## src/rtl/if_stage_module_if.sv

```systemverilog
// Instruction-memory fetch handshake: req/addr from the fetch stage, ack/rdata back from memory.
interface if_stage_module_if #(
    parameter int WORD_LENGTH = 32
);
    logic                   imem_req;
    logic [WORD_LENGTH-1:0] imem_addr;
    logic                   imem_ack;
    logic [WORD_LENGTH-1:0] imem_rdata;

    modport master (
        output imem_req,
        output imem_addr,
        input  imem_ack,
        input  imem_rdata
    );

    modport slave (
        input  imem_req,
        input  imem_addr,
        output imem_ack,
        output imem_rdata
    );
endinterface

```

## src/rtl/if_stage_module.sv

```systemverilog
// Instruction-fetch stage with IF/ID register: owns the PC, fetches over req/ack,
// buffers one word during decode freeze and discards in-flight data on a redirect.
//
// state      | meaning
// -----------+-------------------------------------------------------------
// ST_FETCH   | request outstanding on fetch_addr
// ST_HOLD    | word captured in hold_buf while decode is frozen, no request
// ST_DISCARD | redirect seen before ack; waiting out the stale request
module if_stage_module #(
    parameter int                     WORD_LENGTH = 32,
    parameter logic [WORD_LENGTH-1:0] RESET_PC    = '0
) (
    input  logic                   clk,
    input  logic                   rst,
    input  logic                   freeze,
    input  logic                   branch_taken,
    input  logic [WORD_LENGTH-1:0] branch_address,
    if_stage_module_if.master      imem,
    output logic [WORD_LENGTH-1:0] pc_out,
    output logic [WORD_LENGTH-1:0] instruction_out,
    output logic                   valid_out
);

    localparam logic [1:0] ST_FETCH   = 2'd0;
    localparam logic [1:0] ST_HOLD    = 2'd1;
    localparam logic [1:0] ST_DISCARD = 2'd2;

    logic [1:0]             state, state_nxt;
    logic [WORD_LENGTH-1:0] pc, pc_nxt;
    logic [WORD_LENGTH-1:0] fetch_addr, fetch_nxt;
    logic [WORD_LENGTH-1:0] hold_buf, hold_nxt;
    logic [WORD_LENGTH-1:0] addr_inc;
    logic [WORD_LENGTH-1:0] deliver_word;
    logic                   deliver;
    logic                   acked;
    logic                   run;

    // run keeps the request low until the first edge after reset release
    assign imem.imem_req  = run && (state != ST_HOLD);
    assign imem.imem_addr = fetch_addr;
    assign acked          = imem.imem_req && imem.imem_ack;
    assign addr_inc       = fetch_addr + WORD_LENGTH'(4);

    always_comb begin
        state_nxt    = state;
        pc_nxt       = pc;
        fetch_nxt    = fetch_addr;
        hold_nxt     = hold_buf;
        deliver      = 1'b0;
        deliver_word = imem.imem_rdata;
        case (state)
            ST_FETCH: begin
                if (acked && branch_taken) begin
                    pc_nxt    = branch_address;
                    fetch_nxt = branch_address;
                end else if (acked && !freeze) begin
                    deliver   = 1'b1;
                    pc_nxt    = addr_inc;
                    fetch_nxt = addr_inc;
                end else if (acked) begin
                    hold_nxt  = imem.imem_rdata;
                    state_nxt = ST_HOLD;
                end else if (branch_taken && imem.imem_req) begin
                    pc_nxt    = branch_address;
                    state_nxt = ST_DISCARD;
                end else if (branch_taken) begin
                    pc_nxt    = branch_address;
                    fetch_nxt = branch_address;
                end
            end
            ST_HOLD: begin
                if (branch_taken) begin
                    pc_nxt    = branch_address;
                    fetch_nxt = branch_address;
                    state_nxt = ST_FETCH;
                end else if (!freeze) begin
                    deliver      = 1'b1;
                    deliver_word = hold_buf;
                    pc_nxt       = addr_inc;
                    fetch_nxt    = addr_inc;
                    state_nxt    = ST_FETCH;
                end
            end
            ST_DISCARD: begin
                // stale data is dropped; the newest redirect target wins
                if (acked) begin
                    pc_nxt    = branch_taken ? branch_address : pc;
                    fetch_nxt = branch_taken ? branch_address : pc;
                    state_nxt = ST_FETCH;
                end else if (branch_taken) begin
                    pc_nxt = branch_address;
                end
            end
            default: state_nxt = ST_FETCH;
        endcase
    end

    always_ff @(posedge clk or negedge rst) begin
        if (!rst) begin
            state      <= ST_FETCH;
            pc         <= RESET_PC;
            fetch_addr <= RESET_PC;
            hold_buf   <= '0;
            run        <= 1'b0;
        end else begin
            state      <= state_nxt;
            pc         <= pc_nxt;
            fetch_addr <= fetch_nxt;
            hold_buf   <= hold_nxt;
            run        <= 1'b1;
        end
    end

    // IF/ID register: flush beats freeze, freeze beats load, otherwise bubble
    always_ff @(posedge clk or negedge rst) begin
        if (!rst) begin
            pc_out          <= '0;
            instruction_out <= '0;
            valid_out       <= 1'b0;
        end else if (branch_taken) begin
            pc_out          <= '0;
            instruction_out <= '0;
            valid_out       <= 1'b0;
        end else if (freeze) begin
            pc_out          <= pc_out;
            instruction_out <= instruction_out;
            valid_out       <= valid_out;
        end else if (deliver) begin
            pc_out          <= addr_inc;
            instruction_out <= deliver_word;
            valid_out       <= 1'b1;
        end else begin
            pc_out          <= '0;
            instruction_out <= '0;
            valid_out       <= 1'b0;
        end
    end

endmodule

```

## src/flat_wrapper.sv

```systemverilog
// flat-port wrapper written by rule: the top's interface ports become plain ports
module if_stage_module_flat 
#(
    parameter int                     WORD_LENGTH = 32,
    parameter logic [WORD_LENGTH-1:0] RESET_PC    = '0
)
  (clk, rst, freeze, branch_taken, branch_address, pc_out, instruction_out, valid_out, imem_imem_req, imem_imem_addr, imem_imem_ack, imem_imem_rdata);
  if_stage_module_if #(.WORD_LENGTH(WORD_LENGTH)) imem_i ();
  input  logic clk;
  input  logic rst;
  input  logic freeze;
  input  logic branch_taken;
  input  logic [WORD_LENGTH-1:0] branch_address;
  output logic [WORD_LENGTH-1:0] pc_out;
  output logic [WORD_LENGTH-1:0] instruction_out;
  output logic valid_out;
  output wire logic [$bits(imem_i.imem_req)-1:0] imem_imem_req;
  output wire logic [$bits(imem_i.imem_addr)-1:0] imem_imem_addr;
  input wire logic [$bits(imem_i.imem_ack)-1:0] imem_imem_ack;
  input wire logic [$bits(imem_i.imem_rdata)-1:0] imem_imem_rdata;
  assign imem_imem_req = imem_i.imem_req;
  assign imem_imem_addr = imem_i.imem_addr;
  assign imem_i.imem_ack = imem_imem_ack;
  assign imem_i.imem_rdata = imem_imem_rdata;
  if_stage_module #(.WORD_LENGTH(WORD_LENGTH), .RESET_PC(RESET_PC)) u_core (.clk(clk), .rst(rst), .freeze(freeze), .branch_taken(branch_taken), .branch_address(branch_address), .imem(imem_i), .pc_out(pc_out), .instruction_out(instruction_out), .valid_out(valid_out));
endmodule
```

## config.mk

```make
export PLATFORM = sky130hd
export DESIGN_NAME = if_stage_module_flat
export DESIGN_NICKNAME = d
export VERILOG_FILES = /design/src/rtl/if_stage_module_if.sv /design/src/rtl/if_stage_module.sv /design/src/flat_wrapper.sv
export SDC_FILE = /design/constraint.sdc
export NUM_CORES = 1
export LEC_CHECK = 0
export CAP_MARGIN = 20
export CORE_ASPECT_RATIO = 1.4
export CORE_MARGIN = 1.5
export CORE_UTILIZATION = 50
export DETAILED_ROUTE_END_ITERATION = 10
export PLACE_DENSITY = 0.76
export SETUP_SLACK_MARGIN = 0.4
export SLEW_MARGIN = 25
export SYNTH_ARGS = -nofsm -noshare
export SYNTH_HDL_FRONTEND = slang
export SYNTH_SLANG_ARGS = --single-unit
```

## constraint.sdc

```tcl
create_clock -name clk -period 3.5 [get_ports clk]
set_clock_uncertainty 0.15 [all_clocks]
set_input_delay 0.35 -clock clk [delete_from_list [all_inputs] [get_ports clk]]
set_output_delay 0.35 -clock clk [all_outputs]
set_load 0.01 [all_outputs]
```

==> summary.md <==
| Metric | Value |
|---|---|
| Post-synthesis compound-gate area fraction | `23.6%` |
| Overall global routing resource usage | `between 20% and 30%` |
| Total standard cell area after synthesis | `0.00936 mm²` |
| Setup Fix Bufs, Post-CTS | `0` |
| H-Tree Depth | `4` |
| Floorplan die width | `119 µm` |
| Number of global-route vias before repair | `8491` |
| Final cell utilization of the core | `64.7%` |
| Max-cap violations | `0` |
| Placed instance area | `around 0.011 mm²` |
| Worst path required time | `3.70 ns` |
| Final critical delay including setup and external delays | `2.93 ns` |
| Unrepaired setup endpoints after global routing | `no` |
| Power density relative to cell area | `between 700 and 800 mW/mm²` |
| 1st-iter DRT viols | `about 840` |
| Achievable clock frequency | `approximately 0.34 GHz` |
| Final Power | `9.10 mW` |
| Overflow after GRT | `0` |
| Status | `finished clean` |
| Maximum VDD drop | `about 0.38 mV` |
| Share of final-layout standard cells stronger than drive strength 1 | `between 10% and 20%` |
| Per-cell via count in the routed design | `6.18` |
| Post-Route Setup TNS | `0 ns` |
| Count of nets left with antenna violations after detail routing | `0` |
| Count of buffers from port buffering | `roughly 170` |
| Die H | `between 150 and 200 µm` |
| Post-synthesis adder-cell area fraction | `0.668%` |
| Sinks on Clock Net | `~160` |
| Final standard cell count with taps included and fillers excluded | `about 1400` |
| Clock latency at the later pin of the worst-skew pair | `0.43 ns` |
| Synth warn | `0` |
| Final HPWL from detailed placement | `19400 µm` |
| Number of distinct standard cells referenced by the synthesized netlist | `70` |
| Leading register cell type out of synthesis | `sky130_fd_sc_hd__dfrtp_1` |
| Post-detailed-route wirelength per cell | `19.6 µm` |
| Register bit count reported by yosys | `164` |
| Leakage power figure | `4.79 nW` |
| Final cell area excluding filler cells | `0.0119 mm²` |
| Clock buffer count from CTS | `17` |
| Largest family of logic cells by synthesized area | `compound AO/OA/AOI/OAI gates` |
| Starting density of the core | `50.7%` |
| Final-report max-slew violation count | `0` |
| Number of instances in the synthesized netlist | `1043` |
| Pin count of the biggest net entering global routing | `84` |
| Share of synthesized area spent on multiplexers | `9.00%` |
| Number of optimization iterations in the first detailed-route pass | `5` |
| Post-route clock period utilization | `~84%` |
| Worst Setup Path Type | `reg2reg` |
| Clock tree from TritonCTS | `built` |
| Number of ports placed on the die boundary | `167` |
| Number of antenna violations at the first check in global routing | `1` |
| Sequential-to-total area share from yosys stat | `43.9%` |
| Diodes inserted | `0` |
| NumNets Final | `1256` |
| Wire length of the first global-routing pass | `about 45000 µm` |
| Clock input transition at the sequential cells of the worst setup and hold paths | `0.07 ns` |
| Actual transition at the worst max-transition pin | `0.799 ns` |
| Placeable core region | `0.0185 mm²` |
| DR vias | `approximately 8900` |
| Area delta synth->final | `27.6%` |
| Clk root buf | `sky130_fd_sc_hd__clkbuf_16` |
| Remaining max-slew budget at the tightest pin | `46.7%` |
| Syn_area_per_cell | `8.97 µm²` |
| Num rows | `59` |
| Synthesized-area fraction occupied by xor and xnor cells | `2.53%` |
| Drc violations | `0` |
| Data arrival time at the worst-slack endpoint | `3.13 ns` |
| Total of endpoints with negative setup slack in the final report | `0` |
| Endpoint class of the critical path | `register` |
| Final routed wirelength across all metal layers | `28100 µm` |
| Maximum buffer depth of the clock tree | `2` |
| Number of enable flip-flop cells after synthesis | `0` |
| Placed Cells incl. Taps | `1406` |
| Die footprint | `0.0196 mm²` |
| Type of element launching the critical path | `register` |
| Share of flip-flops with an asynchronous set or reset | `100%` |
| Top fanout value on the critical path | `27` |
| RePlAce Congestion | `0.925` |
| Path type of the worst min-delay path | `reg2reg` |
| Number of failing hold endpoints at the final stage | `0` |
| Syn_nets | `1117` |
| Simple logic cell fraction of the synthesized area | `15.8%` |
==> cell families after synthesis <==
family,Yosys count
AO/OA/AOI/OAI,344
XOR/XNOR,27
adder cells (fa/ha/maj),5
buffers and inverters,104
flip-flops,164
multiplexers,79
other,1
AND/OR/NAND/NOR,319
==> layout make-up <==
type / count / area (µm²)
fill: 1541 / 6520
multi-input combinational: 775 / 4880
sequential: 164 / 4100
timing repair buffer: 208 / 2000
clock buffer: 17 / 425
tap: 244 / 305
clock inverter: 15 / 158
inverter: 16 / 60.1
==> what timing repair did <==
item	4_1_cts	5_1_grt
resized for setup	0	1
hold endpoints to repair	81	0
endpoints found under the setup margin	0	1
hold buffers	1	0
==> Yosys cell counts, types with 4 or more instances <==
master	number	area, µm²
sky130_fd_sc_hd__inv_1	15	56.3
sky130_fd_sc_hd__a311oi_1	4	35.0
sky130_fd_sc_hd__nand4_1	13	81.3
sky130_fd_sc_hd__and4_1	6	52.6
sky130_fd_sc_hd__mux2_2	41	462
sky130_fd_sc_hd__a21oi_1	62	310
sky130_fd_sc_hd__a22oi_1	13	97.6
sky130_fd_sc_hd__nand2b_1	4	25.0
sky130_fd_sc_hd__a221o_1	9	90.1
sky130_fd_sc_hd__a31oi_1	14	87.6
sky130_fd_sc_hd__xor2_1	13	114
sky130_fd_sc_hd__a211o_1	4	35.0
sky130_fd_sc_hd__mux2i_1	38	380
sky130_fd_sc_hd__dfrtp_1	164	4100
sky130_fd_sc_hd__a211oi_1	25	188
sky130_fd_sc_hd__o21ai_0	122	611
sky130_fd_sc_hd__and3_1	4	25.0
sky130_fd_sc_hd__clkbuf_1	65	244
sky130_fd_sc_hd__a32oi_1	5	43.8
sky130_fd_sc_hd__o211ai_1	7	52.6
sky130_fd_sc_hd__nor2_1	71	267
sky130_fd_sc_hd__nand2_1	153	574
sky130_fd_sc_hd__o22ai_1	9	56.3
sky130_fd_sc_hd__nor3_1	14	70.1
sky130_fd_sc_hd__o21ai_1	7	35.0
sky130_fd_sc_hd__buf_1	10	37.5
sky130_fd_sc_hd__ha_1	5	62.6
sky130_fd_sc_hd__nor3_2	4	40.0
sky130_fd_sc_hd__xnor2_1	14	123
sky130_fd_sc_hd__nand3_1	20	100
sky130_fd_sc_hd__buf_2	11	55.1
sky130_fd_sc_hd__a22o_1	18	158
sky130_fd_sc_hd__o21a_1	4	30.0
sky130_fd_sc_hd__a221oi_1	10	87.6
sky130_fd_sc_hd__a32o_1	4	40.0
sky130_fd_sc_hd__nor2b_1	5	31.3
sky130_fd_sc_hd__o31ai_1	5	37.5
==> registers in the layout, summed over array words and instances, names as in the netlist <==
signal / cells
u_core.hold_buf: 32
u_core.imem.imem_addr: 32
u_core.instruction_out: 32
u_core.pc: 32
u_core.pc_out: 32
u_core.state: 2
u_core.run: 1
u_core.valid_out: 1
==> worst paths after layout <==
check                                         startpoint                               endpoint  slack [ns]  depth (start not counted)
max                          u_core.state[1]$_DFFE_PN0P_              u_core.pc[21]$_DFFE_PN0P_        0.57                          9
min                        u_core.pc_out[10]$_DFFE_PN0P_          u_core.pc_out[10]$_DFFE_PN0P_        0.33                          2
max reg2reg                  u_core.state[1]$_DFFE_PN0P_              u_core.pc[21]$_DFFE_PN0P_        0.57                          9
min reg2reg                u_core.pc_out[10]$_DFFE_PN0P_          u_core.pc_out[10]$_DFFE_PN0P_        0.33                          2
max in group asynchronous                            rst              u_core.pc[10]$_DFFE_PN0P_        2.09                          3
min in group asynchronous                            rst  u_core.instruction_out[5]$_DFFE_PN0P_        0.38                          2
==> placed cells by master (no fill, tap or decap), types with 20 or more instances in the layout <==
cell type and count:
sky130_fd_sc_hd__nand3_1 20, sky130_fd_sc_hd__o21ai_0 122, sky130_fd_sc_hd__dfrtp_1 164, sky130_fd_sc_hd__a21oi_1 62, sky130_fd_sc_hd__mux2_2 41, sky130_fd_sc_hd__mux2i_1 38
sky130_fd_sc_hd__nand2_1 153, sky130_fd_sc_hd__nor2_1 68, sky130_fd_sc_hd__a211oi_1 25, sky130_fd_sc_hd__buf_4 39, sky130_fd_sc_hd__clkdlybuf4s50_1 164
==> critical path: stages, from the launching register on <==
cell                       delay, ns
sky130_fd_sc_hd__dfrtp_1        0.42
sky130_fd_sc_hd__inv_1          0.10
sky130_fd_sc_hd__ha_2           0.30
sky130_fd_sc_hd__and3b_1        0.29
sky130_fd_sc_hd__a311o_1        0.45
sky130_fd_sc_hd__buf_4          0.27
sky130_fd_sc_hd__nor2_1         0.39
sky130_fd_sc_hd__o21ai_0        0.16
sky130_fd_sc_hd__a211o_1        0.24
sky130_fd_sc_hd__o211ai_1       0.07
==> metrics by stage <==
stage	hold slack, ns	setup slack (ns)
2_1_floorplan	-0.0956	0.911
3_3_place_gp	0.305	0.590
3_5_place_dp	0.305	0.499
4_1_cts	0.336	0.547
5_1_grt	0.350	0.466
6_report	0.325	0.568
==> routing by layer <==
metal / vias up / share of wire [%] / GRT usage [%]
met5: - / 0.046 / 0
met2: 459 / 48 / 47.9
met3: 88 / 8.1 / 5.97
met4: 2 / 4.1 / 13.6
met1: 4251 / 40 / 36.1
li1: 4094 / - / -
==> power by group <==
part / internal (mW) / switching (mW)
Combinational: 1.83 / 2.21
Clock: 0.954 / 0.901
Sequential: 2.54 / 0.666
(Power assumes the default switching activity.)
